**config.mk**
```make
export PLATFORM = sky130hd
export DESIGN_NAME = bp_me_io_cmd_arbiter
export DESIGN_NICKNAME = d
export VERILOG_FILES = /design/src/rtl/bp_me_pkg.sv /design/src/rtl/bp_me_arb_id_fifo.sv /design/src/rtl/bp_me_io_cmd_arbiter.sv
export SDC_FILE = /design/constraint.sdc
export NUM_CORES = 1
export LEC_CHECK = 0
export BUFFER_PORTS_ARGS = -buffer_cell sky130_fd_sc_hd__buf_2
export CAP_MARGIN = 0
export CORE_AREA = 2 2 133 135
export CTS_CLUSTER_DIAMETER = 100
export CTS_CLUSTER_SIZE = 20
export DETAILED_ROUTE_END_ITERATION = 6
export DIE_AREA = 0 0 135 137
export PLACE_DENSITY = 0.4
export SYNTH_ARGS = -nofsm -noshare
export SYNTH_HDL_FRONTEND = slang
export SYNTH_SLANG_ARGS = --single-unit
```
**constraint.sdc**
```tcl
create_clock -name clk_i -period 7.3 [get_ports clk_i]
set_clock_uncertainty 0.1 [all_clocks]
set_input_delay 0.73 -clock clk_i [delete_from_list [all_inputs] [get_ports clk_i]]
set_output_delay 0.73 -clock clk_i [all_outputs]
set_load 0.01 [all_outputs]
```
**src/rtl/bp_me_pkg.sv**
```systemverilog
// Shared types for the IO command arbiter: arbitration modes, platform
// configurations, and the message-width lookup derived from them.
package bp_me_pkg;

  typedef enum logic {e_arb_fixed, e_arb_rr} bp_me_arb_mode_e;

  typedef enum logic [1:0] {
    e_bp_default_cfg,
    e_bp_unicore_cfg,
    e_bp_multicore_cfg
  } bp_params_e;

  // Width of a bp_cce_mem_msg_s (header plus data) for a given platform configuration.
  function automatic int bp_me_mem_msg_width(bp_params_e cfg);
    case (cfg)
      e_bp_unicore_cfg:   return 128;
      e_bp_multicore_cfg: return 192;
      default:            return 64;
    endcase
  endfunction

  // Index width that never collapses to zero bits for single-entry structures.
  function automatic int bp_me_safe_clog2(int n);
    return (n > 1) ? $clog2(n) : 1;
  endfunction

endpackage

```
**src/rtl/bp_me_arb_id_fifo.sv**
```systemverilog
// Circular FIFO holding the source index of each in-flight command so that
// in-order responses can be steered back to the source that issued them.
module bp_me_arb_id_fifo
  import bp_me_pkg::*;
#(
  parameter int depth_p = 4,
  parameter int width_p = 1,
  localparam int cnt_w_lp = $clog2(depth_p + 1)
) (
  input  logic                clk,
  input  logic                rst,
  input  logic                push,
  input  logic [width_p-1:0]  push_id,
  input  logic                pop,
  output logic [width_p-1:0]  head_id,
  output logic                full,
  output logic                empty,
  output logic [cnt_w_lp-1:0] count
);

  localparam int ptr_w_lp = bp_me_safe_clog2(depth_p);
  localparam logic [ptr_w_lp-1:0] last_ptr_lp = ptr_w_lp'(depth_p - 1);
  localparam logic [cnt_w_lp-1:0] depth_lp = cnt_w_lp'(depth_p);

  logic [width_p-1:0]  mem [depth_p];
  logic [ptr_w_lp-1:0] wr_ptr, rd_ptr;
  logic                do_push, do_pop;

  assign full    = (count == depth_lp);
  assign empty   = (count == '0);
  assign do_push = push & ~full;
  assign do_pop  = pop & ~empty;
  assign head_id = mem[rd_ptr];

  // Storage needs no reset: an empty FIFO never presents its head.
  always_ff @(posedge clk) begin
    if (do_push) mem[wr_ptr] <= push_id;
  end

  always_ff @(posedge clk or posedge rst) begin
    if (rst) begin
      wr_ptr <= '0;
      rd_ptr <= '0;
      count  <= '0;
    end else begin
      if (do_push) wr_ptr <= (wr_ptr == last_ptr_lp) ? '0 : wr_ptr + 1'b1;
      if (do_pop)  rd_ptr <= (rd_ptr == last_ptr_lp) ? '0 : rd_ptr + 1'b1;
      if (do_push && !do_pop)      count <= count + 1'b1;
      else if (do_pop && !do_push) count <= count - 1'b1;
    end
  end

endmodule

```
**src/rtl/bp_me_io_cmd_arbiter.sv**
```systemverilog
// Merges N host-side command streams onto one IO command port with fixed or
// round-robin grant, and routes in-order responses back via a source-ID FIFO.
module bp_me_io_cmd_arbiter
  import bp_me_pkg::*;
#(
  parameter bp_params_e      bp_params_p       = e_bp_default_cfg,
  parameter int              num_src_p         = 2,
  parameter int              max_outstanding_p = 4,
  parameter bp_me_arb_mode_e arb_mode_p        = e_arb_fixed,
  localparam int mem_msg_width_lp = bp_me_mem_msg_width(bp_params_p),
  localparam int out_w_lp         = $clog2(max_outstanding_p + 1)
) (
  input  logic                                         clk_i,
  input  logic                                         reset_i,
  input  logic [num_src_p-1:0]                         src_en_i,
  input  logic [num_src_p-1:0][mem_msg_width_lp-1:0]   src_cmd_i,
  input  logic [num_src_p-1:0]                         src_cmd_v_i,
  output logic [num_src_p-1:0]                         src_cmd_yumi_o,
  output logic [mem_msg_width_lp-1:0]                  src_resp_o,
  output logic [num_src_p-1:0]                         src_resp_v_o,
  input  logic [num_src_p-1:0]                         src_resp_ready_i,
  output logic [mem_msg_width_lp-1:0]                  cmd_o,
  output logic                                         cmd_v_o,
  input  logic                                         cmd_ready_i,
  input  logic [mem_msg_width_lp-1:0]                  resp_i,
  input  logic                                         resp_v_i,
  output logic                                         resp_yumi_o,
  output logic [out_w_lp-1:0]                          outstanding_o,
  output logic                                         idle_o
);

  localparam int id_w_lp = bp_me_safe_clog2(num_src_p);
  localparam logic [id_w_lp:0]   num_src_lp = (id_w_lp + 1)'(num_src_p);
  localparam logic [id_w_lp-1:0] last_src_lp = id_w_lp'(num_src_p - 1);

  logic [num_src_p-1:0] eligible, rotated;
  logic [id_w_lp-1:0]   rr_ptr_r, rr_base, rot_idx, grant, head;
  logic [id_w_lp:0]     grant_sum;
  logic                 any_eligible, handshake, fifo_full, fifo_empty, resp_live;

  assign eligible     = src_en_i & src_cmd_v_i;
  assign any_eligible = |eligible;
  assign rr_base      = (arb_mode_p == e_arb_rr) ? rr_ptr_r : '0;
  assign rotated      = num_src_p'({eligible, eligible} >> rr_base);

  // Priority-encode the rotated requests, then map the winner back to a real index.
  always_comb begin
    rot_idx = '0;
    for (int i = num_src_p - 1; i >= 0; i--) begin
      if (rotated[i]) rot_idx = id_w_lp'(i);
    end
    grant_sum = {1'b0, rot_idx} + {1'b0, rr_base};
    if (grant_sum >= num_src_lp) grant_sum = grant_sum - num_src_lp;
    grant = grant_sum[id_w_lp-1:0];
  end

  assign cmd_v_o        = any_eligible & ~fifo_full & ~reset_i;
  assign cmd_o          = src_cmd_i[grant];
  assign handshake      = cmd_v_o & cmd_ready_i;
  assign src_cmd_yumi_o = handshake ? (num_src_p'(1) << grant) : '0;

  assign resp_live    = resp_v_i & ~fifo_empty & ~reset_i;
  assign src_resp_o   = resp_i;
  assign src_resp_v_o = resp_live ? (num_src_p'(1) << head) : '0;
  assign resp_yumi_o  = resp_live & src_resp_ready_i[head];
  assign idle_o       = (outstanding_o == '0);

  always_ff @(posedge clk_i or posedge reset_i) begin
    if (reset_i) begin
      rr_ptr_r <= '0;
    end else if (handshake && (arb_mode_p == e_arb_rr)) begin
      rr_ptr_r <= (grant == last_src_lp) ? '0 : grant + 1'b1;
    end
  end

  bp_me_arb_id_fifo #(
    .depth_p (max_outstanding_p),
    .width_p (id_w_lp)
  ) id_fifo (
    .clk     (clk_i),
    .rst     (reset_i),
    .push    (handshake),
    .push_id (grant),
    .pop     (resp_yumi_o),
    .head_id (head),
    .full    (fifo_full),
    .empty   (fifo_empty),
    .count   (outstanding_o)
  );

  // A response with nothing in flight has no owner; flag it in simulation.
  resp_without_cmd: assert property (@(posedge clk_i) disable iff (reset_i)
    !(resp_v_i && fifo_empty));

endmodule

```
==> results.cfg <==
[setup_path]
rr_startpoint = id_fifo.count[0]$_DFFE_PP0P_
crit_path_start_kind = input pin
worstPathMaxFanout = 40
crit_path_end_kind = output port
rrSetupSlack_ns = 4.71
worstSetupPathType = input pin to output port
cp.arrival_ns = 2.86
required_ns = 6.47
r2r-end = id_fifo.count[2]$_DFFE_PP0P_
r2r_cells = 9

[clock_tree]
clock_tree.buffer_depth = 2
clock_latency_ns = 0.24
htree_levels = 1
cts_setup_buffers = 0
clkTransAtPathRegs_ns = 0.04
cts_tree = built
cts_resized = 0
clock-root-buffer = clkbuf_16
clock_sinks = 11
ctsHoldBuffers = 0
cts_buffers = 3

[floorplan]
boundaryPins = 340
fp-row-count = 48
die_x_um = 135
start_util = 0.1099
dieArea_mm2 = 0.01850
coreArea_mm2 = 0.01706
chipHeight_um = 137

[route]
wl_mm = 6.669
vias = 1869
antenna_left = 0
wl_per_cell_um = 11.91
drcViolationCount = 0
first_iter_violations = 38
drtPass1Iterations = 4
routed_via_density = 3.338

[global_route]
overflow = 0
first_global_vias = 1796
antenna_found_initial = 0
track_usage = 0.06208
grt_pass1_wl_mm = 9.197
grt_max_degree = 41

[sta]
tightest_slew_ns = 0.9217
rsz0062_at_grt = no
fmax_mhz = 271.1
tns_ns = 0
timing.final.ws_setup_ns = 3.611
slew_violations = 0
maxSlewHeadroom = 0.3841
hold_viol = 0
period_minus_slack_ns = 3.689
setup_viol = 0
period_share = 0.5054

[placement]
portBuffers = 211
gp_congestion = 0.7250
place_ws_ns = 3.549
dpl.hpwl_mm = 5.943

[logic_synthesis]
syn-num-nets = 399
synthCells = 190
synth_flop_cell = dfrtp_1
ys_ff_latch = 11
synthAdderAreaFrac = 0.05073
syn_area_mm2 = 0.001874
ys_async_sr_fraction = 0.6364
synthXorXnorAreaFrac = 0.01402
synth_area_per_cell_um2 = 9.865
ys_warn_count = 0
synth.area.top_cells = mux2_2 37%, buf_4 26%, dfrtp_1 9.3%
synth_seq_area_share = 0.1575
muxShareOfSynthArea = 0.4199
yosys.area_share.simple = 0.05674
synth_compound_area_frac = 0.01602
synth_top_area_share = 0.3725
synth_top_family_by_area = multiplexers
yosys.area.top_type = mux2_2
synth_most_common_cell = buf_4
synth_edf_count = 4
synthTopCellsByCount = 64 x buf_4, 62 x mux2_2, 7 x buf_2, 7 x dfrtp_1, 6 x ha_1
synth.distinct_cells = 25

[worst_hold_path]
hold_class = input pin to asynchronous set/reset pin

[pwr]
p_leak_nw = 1.412
irDropWorstVdd_v = 0.00009730
power_density_mw_per_mm2 = 153.5

[final_layout]
drive_gt1_frac = 0.8388
syn2layout_area_growth_pct = 49.07
fin_util = 0.1638
nets = 545
antennaDiodeCount = 0

[run_status]
outcome = finished, final reports clean

[flow_run]
maxCapViolCount = 0
==> placed cells by master (no fill, tap or decap), drive strengths merged, types with 2 or more instances in the layout <==
master,count
and3,5
edfxtp,4
o21ai,2
nor2,6
nand3,2
dfrtp,7
ha,6
nand2,2
clkbuf,4
xor2,2
inv,5
mux2,67
buf,212
nor2b,2
==> metrics by stage <==
stage | hold slack [ns] | power, mW | cells | instance area [µm²]
6_report | 0.3525 | 0.4288 | 560 | 2794
5_1_grt | 0.3848 | 0.4635 | 560 | 2794
4_1_cts | 0.3544 | 0.4371 | 560 | 2794
3_5_place_dp | 0.4260 | 0.3350 | 556 | 2715
3_3_place_gp | 0.4232 | 0.3296 | 556 | 2715
2_1_floorplan | 0.3934 | 0.2681 | 190 | 1874
==> kinds of logic after synthesis <==
logic type / count (synthesis)
buf+inv: 76
compound gates: 4
mux: 69
fa+ha+maj: 7
flops: 11
simple gates: 20
xor+xnor: 3
==> cell type report <==
cell class | count | area, µm²
Fill cell | 1964 | 14260
Timing Repair Buffer | 212 | 1064
Multi-Input combinational cell | 103 | 1056
Sequential cell | 11 | 295.3
Inverter | 5 | 18.77
Tap cell | 225 | 281.5
Clock buffer | 4 | 78.83
==> how the worst max path moves through the flow <==
stage                startpoint                            to  cells past startpoint
floorplan           src_en_i[1]  id_fifo.count[2]$_DFFE_PP0P_                      9
global placement    src_en_i[1]                     cmd_o[24]                      6
detailed placement  src_en_i[1]                     cmd_o[24]                      6
CTS                 src_en_i[1]                     cmd_o[24]                      6
global route        src_en_i[1]                     cmd_o[24]                      6
finish              src_en_i[1]                     cmd_o[24]                      6
==> state kept, by name, summed over array words and instances (netlist names) <==
signal,flops
id_fifo.count,3
id_fifo.mem,4
id_fifo.rd_ptr,2
id_fifo.wr_ptr,2
==> layer usage <==
metal / vias to the layer above / global-route usage / part of all wire
met3: 31 / 0.01963 / 0.097
li1: 879 / - / -
met4: 0 / 0.01968 / 0.019
met1: 853 / 0.07752 / 0.39
met5: - / 0 / 0
met2: 106 / 0.1018 / 0.50
==> power breakdown <==
group / leakage (nW) / total [mW] / internal (mW) / switching [mW]
logic: 1.25 / 0.218 / 0.118 / 0.0997
registers: 0.121 / 0.112 / 0.0857 / 0.0261
clock network: 0.0382 / 0.0994 / 0.0732 / 0.0262
total: 1.41 / 0.429 / 0.277 / 0.152
==> worst max-delay path, stage by stage <==
cell     delay, ns
buf_2         0.08
nand2_1       0.10
a21oi_4       0.72
buf_4         0.56
mux2_2        0.44
buf_2         0.16
(Power assumes the default switching activity.)
